==> src/rtl/coherence_bus_arbiter_pkg.sv <==
// Shared types for the N-core snooping coherence bus:
// RAM handshake states, bus FSM states and counter sizing.
package coherence_bus_arbiter_pkg;

    typedef enum logic [1:0] {
        FREE   = 2'd0,
        BUSY   = 2'd1,
        ACCESS = 2'd2,
        ERROR  = 2'd3
    } ramstate_t;

    typedef enum logic [2:0] {
        IDLE   = 3'd0,
        IFETCH = 3'd1,
        WB     = 3'd2,
        SNOOP  = 3'd3,
        C2C    = 3'd4,
        MEMRD  = 3'd5
    } bus_state_t;

    // Word counter width; a one-word block still keeps a 1-bit counter.
    function automatic int cnt_width(input int words);
        return (words > 1) ? $clog2(words) : 1;
    endfunction

endpackage

==> src/rtl/coherence_bus_arbiter_rr_arbiter.sv <==
// Round-robin picker: req_i vector + ptr_i -> one-hot gnt_o and idx_o.
// Search starts at ptr_i+1 and wraps, so ptr_i itself is checked last.
module coherence_bus_arbiter_rr_arbiter #(
    parameter int N  = 2,
    parameter int IW = 1
) (
    input  logic [N-1:0]  req_i,
    input  logic [IW-1:0] ptr_i,
    output logic [N-1:0]  gnt_o,
    output logic [IW-1:0] idx_o
);

    logic [IW-1:0] k;

    always_comb begin
        k     = '0;
        idx_o = '0;
        gnt_o = '0;
        // Walk from farthest to nearest so the nearest hit wins.
        for (int i = N; i >= 1; i--) begin
            k = IW'((int'(ptr_i) + i) % N);
            if (req_i[k]) begin
                idx_o = k;
            end
        end
        if (|req_i) begin
            gnt_o[idx_o] = 1'b1;
        end
    end

endmodule

==> src/rtl/coherence_bus_arbiter.sv <==
// N-core MSI snooping bus: arbitrates icache/dcache traffic onto one RAM port.
// Ports: per-core i*/d*/cc* cache buses, ram* memory controller port.
module coherence_bus_arbiter
    import coherence_bus_arbiter_pkg::*;
#(
    parameter int NCPUS       = 2,
    parameter int BLOCK_WORDS = 2,
    parameter int WORD_W      = 32
) (
    input  logic                           CLK,
    input  logic                           nRST,
    input  logic [NCPUS-1:0]               iREN,
    input  logic [NCPUS-1:0][WORD_W-1:0]   iaddr,
    output logic [NCPUS-1:0]               iwait,
    output logic [NCPUS-1:0][WORD_W-1:0]   iload,
    input  logic [NCPUS-1:0]               dREN,
    input  logic [NCPUS-1:0]               dWEN,
    input  logic [NCPUS-1:0][WORD_W-1:0]   daddr,
    input  logic [NCPUS-1:0][WORD_W-1:0]   dstore,
    output logic [NCPUS-1:0]               dwait,
    output logic [NCPUS-1:0][WORD_W-1:0]   dload,
    input  logic [NCPUS-1:0]               cctrans,
    input  logic [NCPUS-1:0]               ccwrite,
    output logic [NCPUS-1:0]               ccwait,
    output logic [NCPUS-1:0]               ccinv,
    output logic [NCPUS-1:0][WORD_W-1:0]   ccsnoopaddr,
    input  ramstate_t                      ramstate,
    input  logic [WORD_W-1:0]              ramload,
    output logic                           ramREN,
    output logic                           ramWEN,
    output logic [WORD_W-1:0]              ramaddr,
    output logic [WORD_W-1:0]              ramstore
);

    localparam int IW = $clog2(NCPUS);
    localparam int CW = cnt_width(BLOCK_WORDS);

    typedef logic [IW-1:0] core_idx_t;

    bus_state_t       state_q, state_d;
    core_idx_t        rr_q, rr_d;
    core_idx_t        gnt_q, gnt_d;
    core_idx_t        src_q, src_d;
    logic [CW-1:0]    cnt_q, cnt_d;

    logic [NCPUS-1:0] dreq;
    logic [NCPUS-1:0] d_gnt, i_gnt;
    core_idx_t        d_idx, i_idx;
    logic [NCPUS-1:0] rmask;
    logic [NCPUS-1:0] dirty;
    logic             all_resp;
    core_idx_t        src_pick;
    logic             acc;
    logic             last;

    // Coherent read misses and plain writebacks share the data class.
    assign dreq = (dREN & cctrans) | (dWEN & ~cctrans);

    coherence_bus_arbiter_rr_arbiter #(
        .N  (NCPUS),
        .IW (IW)
    ) u_darb (
        .req_i (dreq),
        .ptr_i (rr_q),
        .gnt_o (d_gnt),
        .idx_o (d_idx)
    );

    coherence_bus_arbiter_rr_arbiter #(
        .N  (NCPUS),
        .IW (IW)
    ) u_iarb (
        .req_i (iREN),
        .ptr_i (rr_q),
        .gnt_o (i_gnt),
        .idx_o (i_idx)
    );

    assign acc      = (ramstate == ACCESS);
    assign last     = (cnt_q == CW'(BLOCK_WORDS - 1));
    assign rmask    = NCPUS'(1) << gnt_q;
    // Requester counts as responded so only snoopees gate progress.
    assign all_resp = &(cctrans | rmask);
    assign dirty    = ccwrite & ~rmask;

    // Lowest dirty responder supplies, even if several claim ownership.
    always_comb begin
        src_pick = '0;
        for (int k = NCPUS - 1; k >= 0; k--) begin
            if (dirty[k]) begin
                src_pick = core_idx_t'(k);
            end
        end
    end

    always_comb begin
        state_d = state_q;
        rr_d    = rr_q;
        gnt_d   = gnt_q;
        src_d   = src_q;
        cnt_d   = cnt_q;
        unique case (state_q)
            IDLE: begin
                cnt_d = '0;
                if (|d_gnt) begin
                    gnt_d = d_idx;
                    rr_d  = d_idx;
                    if (|(d_gnt & dREN & cctrans)) begin
                        state_d = SNOOP;
                    end else begin
                        state_d = WB;
                    end
                end else if (|i_gnt) begin
                    gnt_d   = i_idx;
                    rr_d    = i_idx;
                    state_d = IFETCH;
                end
            end
            IFETCH: begin
                if (acc) begin
                    state_d = IDLE;
                end
            end
            SNOOP: begin
                if (all_resp) begin
                    if (|dirty) begin
                        src_d   = src_pick;
                        state_d = C2C;
                    end else begin
                        state_d = MEMRD;
                    end
                end
            end
            WB, C2C, MEMRD: begin
                if (acc) begin
                    if (last) begin
                        cnt_d   = '0;
                        state_d = IDLE;
                    end else begin
                        cnt_d = cnt_q + CW'(1);
                    end
                end
            end
            default: begin
                state_d = IDLE;
            end
        endcase
    end

    always_ff @(posedge CLK) begin
        if (!nRST) begin
            state_q <= IDLE;
            rr_q    <= '0;
            gnt_q   <= '0;
            src_q   <= '0;
            cnt_q   <= '0;
        end else begin
            state_q <= state_d;
            rr_q    <= rr_d;
            gnt_q   <= gnt_d;
            src_q   <= src_d;
            cnt_q   <= cnt_d;
        end
    end

    // Outputs follow the current state; ACCESS only opens the wait lines.
    always_comb begin
        iwait       = '1;
        dwait       = '1;
        iload       = '0;
        dload       = '0;
        ccwait      = '0;
        ccinv       = '0;
        ccsnoopaddr = '0;
        ramREN      = 1'b0;
        ramWEN      = 1'b0;
        ramaddr     = '0;
        ramstore    = '0;
        unique case (state_q)
            IDLE: begin
            end
            IFETCH: begin
                ramREN  = 1'b1;
                ramaddr = iaddr[gnt_q];
                if (acc) begin
                    iwait[gnt_q] = 1'b0;
                    iload[gnt_q] = ramload;
                end
            end
            WB: begin
                ramWEN   = 1'b1;
                ramaddr  = daddr[gnt_q];
                ramstore = dstore[gnt_q];
                if (acc) begin
                    dwait[gnt_q] = 1'b0;
                end
            end
            SNOOP: begin
                for (int k = 0; k < NCPUS; k++) begin
                    if (k != int'(gnt_q)) begin
                        ccwait[k]      = 1'b1;
                        ccsnoopaddr[k] = daddr[gnt_q];
                        ccinv[k]       = ccwrite[gnt_q];
                    end
                end
            end
            C2C: begin
                // Owner's data goes to the requester and RAM together.
                ramWEN        = 1'b1;
                ramaddr       = daddr[src_q];
                ramstore      = dstore[src_q];
                ccwait[src_q] = 1'b1;
                dload[gnt_q]  = dstore[src_q];
                if (acc) begin
                    dwait[gnt_q] = 1'b0;
                    dwait[src_q] = 1'b0;
                end
            end
            MEMRD: begin
                ramREN  = 1'b1;
                ramaddr = daddr[gnt_q];
                if (acc) begin
                    dwait[gnt_q] = 1'b0;
                    dload[gnt_q] = ramload;
                end
            end
            default: begin
            end
        endcase
    end

endmodule
==> config.mk <==
export PLATFORM = sky130hd
export DESIGN_NAME = coherence_bus_arbiter
export DESIGN_NICKNAME = d
export VERILOG_FILES = /design/src/rtl/coherence_bus_arbiter_pkg.sv /design/src/rtl/coherence_bus_arbiter_rr_arbiter.sv /design/src/rtl/coherence_bus_arbiter.sv
export SDC_FILE = /design/constraint.sdc
export NUM_CORES = 1
export LEC_CHECK = 0
export BUFFER_PORTS_ARGS = -buffer_cell sky130_fd_sc_hd__clkbuf_2
export CORE_AREA = 2 2 198 200
export DETAILED_ROUTE_END_ITERATION = 16
export DIE_AREA = 0 0 200 202
export GPL_ROUTABILITY_DRIVEN = 0
export GPL_TIMING_DRIVEN = 0
export HOLD_SLACK_MARGIN = 0.03
export SLEW_MARGIN = 20
export SYNTH_ARGS = -nofsm -noshare
export SYNTH_HDL_FRONTEND = slang
export SYNTH_SLANG_ARGS = --single-unit
==> constraint.sdc <==
create_clock -name CLK -period 4.3 [get_ports CLK]
set_clock_uncertainty 0.05 [all_clocks]
set_input_delay 0.86 -clock CLK [delete_from_list [all_inputs] [get_ports CLK]]
set_output_delay 0.86 -clock CLK [all_outputs]
set_load 0.01 [all_outputs]
# Yosys cells after proc, flatten, opt, wreduce, memory -nomap -nowiden
# Cells that the tools add are included.
# word_totals
reg_bits	6
latch_bits	0
ramBits	0
rom_bits	0
inputBits	238
out_inout_bits	266
wordCells	137
mem_count	0
# classes
add_sub_neg	3
n_mul	0
div	0
magnitude_cmp	10
eq_ne	11
shift	1
mux	72
n_bitwise	14
reduce_logical	22
# ops
cell	count
32-bit two-way mux	13
64-bit two-way mux	3
64-bit bitwise AND	2
64-bit case mux with 2 select lines	1
32-bit case mux with 3 select lines	1
32-bit case mux with 2 select lines	1
32-bit demux with 1-bit select	1
1-bit two-way mux	32
3-bit two-way mux	6
2-bit OR reduction	9
2-bit bitwise AND	6
1-bit by 2-bit less-than comparator with 1-bit output, second input constant	6
2-bit two-way mux	6
3-bit case mux with 4 select lines	1
2-bit != test, second input constant	4
2-bit inverter	4
2-bit case mux with 2 select lines	2
3-bit by 2-bit equality test with 1-bit output, second input constant	2
3-bit equality test, second input constant	2
2-bit AND reduction	3
5-bit AND reduction	1
1-bit demux with 1-bit select	4
1-bit greater-or-equal comparator, second input constant	4
1-bit logical AND	4
other kinds (11)	15

# Longest topological paths before layout
# Gate-level depths: netlist (run 1).
# depth
word_depth	18
ltp_mapped	7
ltp_nobuf	4

# Modules after synthesis
# Synthesis (run 1) repeated with hierarchy kept, for this count alone.
# hier_totals
hier_cells	596
hier_area_um2	4141.5
# by_module_without_submodules
mod	n_inst	cells_each	area_per_inst_um2
coherence_bus_arbiter	1	588	4088.9
coherence_bus_arbiter_rr_arbiter	2	4	26.3

# Least setup slack after synthesis (run 1)
# Ideal clock, no wire load.
# synth_timing
path_kind	input -> output
start	in ramstate[0]
end	out dload[17] in the netlist's numbering
arrival_time_ns	1.984
required_time_ns	3.390
setup_slack_ns	1.406
stages	5
path_buffers	1
path_cell_list	nand2b_1 nor3_2 clkbuf_1 nand2_1 a21oi_1
# synth_rtl
item	line_no	source
from (decl)	coherence_bus_arbiter.sv:27	input ramstate_t ramstate,
to (decl)	coherence_bus_arbiter.sv:21	output logic [NCPUS-1:0][WORD_W-1:0] dload,

==> results of run 1 <==
[worst max path at each step]
stage	to	depth (start not counted)	slack [ps]
finish	iload[45]	7	200
global route	iload[47]	7	30
detailed placement	dload[58]	7	320
global placement	dload[10]	7	250
floorplan	dload[17]	5	1410
CTS	iload[45]	7	190
[cell usage after synthesis, drive strengths merged (2+ instances only)]
library cell,number
a21oi,13
nor2,53
nor2b,3
dfxtp,6
a221o,32
a22oi,32
inv,5
o21bai,2
buf,25
nor3,5
a21boi,2
and2,131
nand2b,4
a222oi,7
nand2,59
or2,2
a41o,2
clkbuf,31
o21ai,79
a211oi,4
o21a,2
mux2i,68
nor4,2
[placed cells by master, fill, tap and decap left out, drive strengths merged, types with 5 or more instances in the layout]
master  count
o21ai      79
a21oi      13
a222oi      7
and2      131
mux2i      68
a221o      32
nor2       53
inv         5
clkbuf    537
nor3        5
buf        25
nand2      59
a22oi      32
dfxtp       6
[power breakdown]
group          switching [mW]  total, mW  internal (mW)
combinational            1.04       1.74          0.691
clock                  0.0360      0.156          0.120
sequential             0.0114     0.0813         0.0700
total                    1.09       1.97          0.881
[cells by family after synthesis]
logic type / Yosys count
flip-flops: 6
AO/OA/AOI/OAI: 182
buffers and inverters: 61
multiplexers: 68
AND/OR/NAND/NOR: 267
[per-layer routing]
layer | vias up | wire length, microns | share of wire
met5 | - | 27 | 0.00087
met4 | 4 | 1150 | 0.037
met3 | 71 | 3280 | 0.11
met2 | 488 | 14300 | 0.46
met1 | 3257 | 12200 | 0.39
li1 | 3139 | - | -
[flip-flops by register name, summed over array words and instances, names as in the netlist]
signal and flops:
gnt_q 1, src_q 1, state_q 3, cnt_q 1
[cell type report]
class	count	area, sq um
Antenna cell	1	2.50
Sequential cell	6	120
Multi-Input combinational cell	517	3410
Tap cell	518	648
Inverter	5	18.8
Timing Repair Buffer	503	2520
Clock buffer	3	75.1
Fill cell	4391	31200
Buffer	56	285
[stage by stage]
stage               utilization  hold slack [ps]  total power [mW]
global route              0.185              581              2.10
CTS                       0.185              545              1.97
floorplan                     -              502              1.05
detailed placement        0.183              534              1.81
global placement          0.183              525              1.79
finish                    0.185              549              1.97
[critical path: stages, from the launching register on]
cell and delay (ps):
dfxtp_1 320, buf_2 190, nor2_1 190, nand2_1 370
nor3_2 840, clkbuf_1 670, and2_1 240, clkbuf_2 130
==> impl_metrics.toml, run 1 <==
[critical_path]
cp.required_ps = 3390
end_kind = "output pin"
start_kind = "flip-flop"
reg2reg_slack_ps = 2540
critical_path_class = "flip-flop to output pin"
worst-path-max-fanout = 10
rr_worst_depth = 5
worstReg2RegEnd = "state_q[0]$_SDFFE_PN0P_"
worstPathArrival_ps = 3190
worstReg2RegStart = "gnt_q$_SDFFE_PN0P_"
startpoint = "state_q[1]$_SDFFE_PN0P_"

[grt]
grt.total_usage = 0.138
grt_pass1_vias = 6260
overflow = 0
antenna_found_initial = 5
grt_use_met1 = 0.169
grt_max_degree = 11
met2_usage = 0.231
grt_pass1_wl_mm = 40.6
top_usage_layer = "met2"
grt.met3_usage = 0.0365

[timing]
tns_ps = 0
slew_headroom = 0.362
tightest_slew_ps = 949
setup_violations = 0
rsz0062_at_grt = "false"
fin_crit_sh = 0.953
slew_violations = 0
clock.fmax_ghz = 0.244
min_period_ps = 4100
setup_ws_ps = 201
hold_viol = 0

[clock_tree]
cts_root_buffer = "clkbuf_16"
cts_tree = "done"
clock_latency_ps = 230
cts_setup_buffers = 0
cts_sinks = 6
cts.clk_slew.worst_paths_ps = 40
cts_resized = 0
cts_buffer_depth = 2
cts_buffers = 3
cts_max_level = 1
cts_hold_buffers = 0

[cells_and_area]
design_area_sq_um = 7080
fin_nets = 1330
syn_to_final_growth_pct = 84.9
final_cells = 1609
final_layout_size_suffix_gt1_frac = 0.502

[drt]
wl_mm = 30.9
vias = 6959
drt_pass1_iterations = 5
drc = 0
first_iter_violations = 579
ant_nets = 0
drt-wirelength-per-cell_microns = 19.2
routed_via_density = 4.33

[synthesis]
ys_types = 43
syn_area_sq_um = 3830
synth_compound_area_frac = 0.335
synth_area_leader_cell = "and2_1"
synth_mux_area_frac = 0.178
synth_simple_gate_area_frac = 0.376
synth_top_family_by_area = "simple AND/OR/NAND/NOR gates"
synth_fa_ha_area_frac = 0
synth_area_leaders = "and2_1 21%, mux2i_1 18%, o21ai_0 9.2%"
syn_avg_cell_area_sq_um = 6.56
synth_top_area_frac = 0.214
async_flop_share = 0
ys.flop_type = "dfxtp_1"
synth_edf_count = 0
ys_warn_count = 0
synth_seq_cells = 6
synth_seq_area_share = 0.0314
syn_nets = 822
synth-xor-area-share = 0
postSynthCellCount = 584

[die]
boundaryPins = 504
coreArea_sq_um = 38300
dieWidth_microns = 200
initial_core_util = 0.100
row_count = 72
dieArea_sq_um = 40400
die_height_microns = 202

[worst_hold_path]
hp-start = "cnt_q$_SDFFE_PN0P_"
min_path_cells = 2
holdPathEnd = "cnt_q$_SDFFE_PN0P_"
min_path_type = "flip-flop to flip-flop"

[power_and_ir_drop]
power_density_nw_per_um2 = 279
cellLeakagePower_nw = 3.61
peakVddDrop_v = 0.000102

[flow_run]
maxCapViolCount = 0

[place]
preCtsSetupSlack_ps = 320
hpwl_mm = 26.3
placed_cells = 1605
placed_area_sq_um = 7000
io_buffers = 503

[outcome]
status = "completed"
Power figures use the tool's default switching activity.
==> run 2: changes to the inputs <==
BUFFER_PORTS_ARGS = not set   (was -buffer_cell sky130_fd_sc_hd__clkbuf_2)
DONT_BUFFER_PORTS = 1   (was not set)
SYNTH_HIERARCHICAL = 1   (was not set)
==> impl_metrics.toml, run 2 <==
[timing]
setup_violations = 0
hold_viol = 0
tns_ps = 0
setup_ws_ps = 608
rsz0062_at_grt = "false"
slew_headroom = 0.291
tightest_slew_ps = 1060
fin_crit_sh = 0.859
timing.hold.ws_ps = 506
slew_violations = 0
clock.fmax_ghz = 0.271
min_period_ps = 3690

[power_and_ir_drop]
power_density_nw_per_um2 = 403
cellLeakagePower_nw = 1.62
peakVddDrop_v = 0.000236

[cells_and_area]
final_util = 0.127
largest_reg_flops = 3
syn_to_final_growth_pct = 17.7
nFillCells = 4431
final_layout_size_suffix_gt1_frac = 0.135
layout_common_cells = "131 x and2_1, 87 x mux2i_1, 53 x nor2_1, 45 x nand2_1, 40 x a22o_1"
fin_nets = 839
final_common_cell = "and2_1"
top_register = "state_q"

[critical_path]
startpoint = "gnt_q$_SDFFE_PN0P_"
reg2reg_slack_ps = 2140
critical_path_class = "flip-flop to output pin"
worstReg2RegEnd = "state_q[0]$_SDFFE_PN0P_"
worstPathArrival_ps = 2780
worstReg2RegStart = "gnt_q$_SDFFE_PN0P_"
critical_path.endpoint = "dwait[1]"
start_kind = "flip-flop"
rr_worst_depth = 5
end_kind = "output pin"
cp.required_ps = 3390
worst-path-max-fanout = 10

[worst_hold_path]
hp-start = "cnt_q$_SDFFE_PN0P_"
min_path_type = "flip-flop to flip-flop"

[clock_tree]
cts_resized = 0
clock_latency_ps = 230
cts_buffer_depth = 2
cts_setup_buffers = 0
cts_sinks = 6
cts_hold_buffers = 0
cts.clk_slew.worst_paths_ps = 30
cts_tree = "done"
cts_buffers = 3
cts_max_level = 1
cts_root_buffer = "clkbuf_16"

[synthesis]
synth_area_leader_cell = "mux2i_1"
synth_top_area_frac = 0.210
syn_area_sq_um = 4140
syn_avg_cell_area_sq_um = 6.95
synth_seq_cells = 6
async_flop_share = 0
synth_most_common_cell = "and2_1"
synth_common_cells = "131 x and2_1, 87 x mux2i_1, 53 x nor2_1, 45 x nand2_1, 40 x a22o_1"
synth_edf_count = 0
ys_types = 50
synth_area_leaders = "mux2i_1 21%, and2_1 20%, a22o_1 8.5%"
syn_nets = 834
ys_warn_count = 6
synth_seq_area_share = 0.0290
postSynthCellCount = 596
ys.flop_type = "dfxtp_1"

[die]
dieWidth_microns = 200
initial_core_util = 0.108
row_count = 72
boundaryPins = 504
dieArea_sq_um = 40400
die_height_microns = 202
coreArea_sq_um = 38300

[place]
hpwl_mm = 26.5
preCtsSetupSlack_ps = 813
io_buffers = 0

[drt]
first_iter_violations = 354
ant_nets = 0
drt_pass1_iterations = 5
routed_via_density = 4.69
wl_mm = 31.5
drt-wirelength-per-cell_microns = 28.1
vias = 5253
drc = 0

[grt]
grt_pass1_vias = 4914
grt.total_usage = 0.142
overflow = 0
grt_max_degree = 11
antenna_found_initial = 3
grt_pass1_wl_mm = 39.4

[flow_run]
maxCapViolCount = 0

[outcome]
status = "completed"
run 2: power breakdown:
part,internal [mW],switching (mW),total (mW)
Clock,0.119,0.0319,0.151
Combinational,0.568,1.15,1.71
Sequential,0.0714,0.0290,0.100
Total,0.758,1.21,1.96
run 2: layer usage:
metal / global-route usage / wire length (microns) / up-vias
met5: 0 / 0 / -
met4: 0.0751 / 1710 / 0
met3: 0.0192 / 2460 / 82
met2: 0.258 / 15600 / 476
met1: 0.159 / 11700 / 2515
li1: - / - / 2180
run 2: critical path, stage by stage (launching register included):
cell,delay (ps)
dfxtp_1,560
buf_4,280
inv_2,120
nor2_1,240
clkbuf_1,820
o21ai_0,510
run 2: layout make-up:
| type | count | area, sq um | area share |
|---|---|---|---|
| Inverter | 6 | 22.5 | 0.00462 |
| Clock buffer | 3 | 75.1 | 0.0154 |
| Tap cell | 518 | 648 | 0.133 |
| Buffer | 60 | 303 | 0.0621 |
| Antenna cell | 4 | 10.0 | 0.00205 |
| Sequential cell | 6 | 120 | 0.0246 |
| Multi-Input combinational cell | 524 | 3700 | 0.758 |
run 2: how the worst min path moves through the flow:
stage / slack, ps / cells past startpoint / end
6_report: 510 / 2 / cnt_q$_SDFFE_PN0P_
5_1_grt: 550 / 2 / cnt_q$_SDFFE_PN0P_
4_1_cts: 510 / 2 / cnt_q$_SDFFE_PN0P_
3_5_place_dp: 500 / 2 / cnt_q$_SDFFE_PN0P_
3_3_place_gp: 500 / 2 / cnt_q$_SDFFE_PN0P_
2_1_floorplan: 470 / 2 / cnt_q$_SDFFE_PN0P_
run 2: logic make-up (layout without fill, tap and decap cells):
group,Yosys count,count (layout),share of synthesized area
compound gates,158,158,0.292
other cells,0,4,0
mux,102,102,0.251
simple gates,264,264,0.349
buf+inv,66,69,0.0785
flops,6,6,0.0290
run 2: through the flow:
stage | std cells | power, mW | cell area (sq um)
final | 1121 | 1.96 | 4870
after global routing | 1120 | 2.09 | 4870
after CTS | 1117 | 1.99 | 4860
after detailed placement | 1114 | 1.83 | 4790
after global placement | 1114 | 1.82 | 4790
after floorplan | 596 | 1.31 | 4140
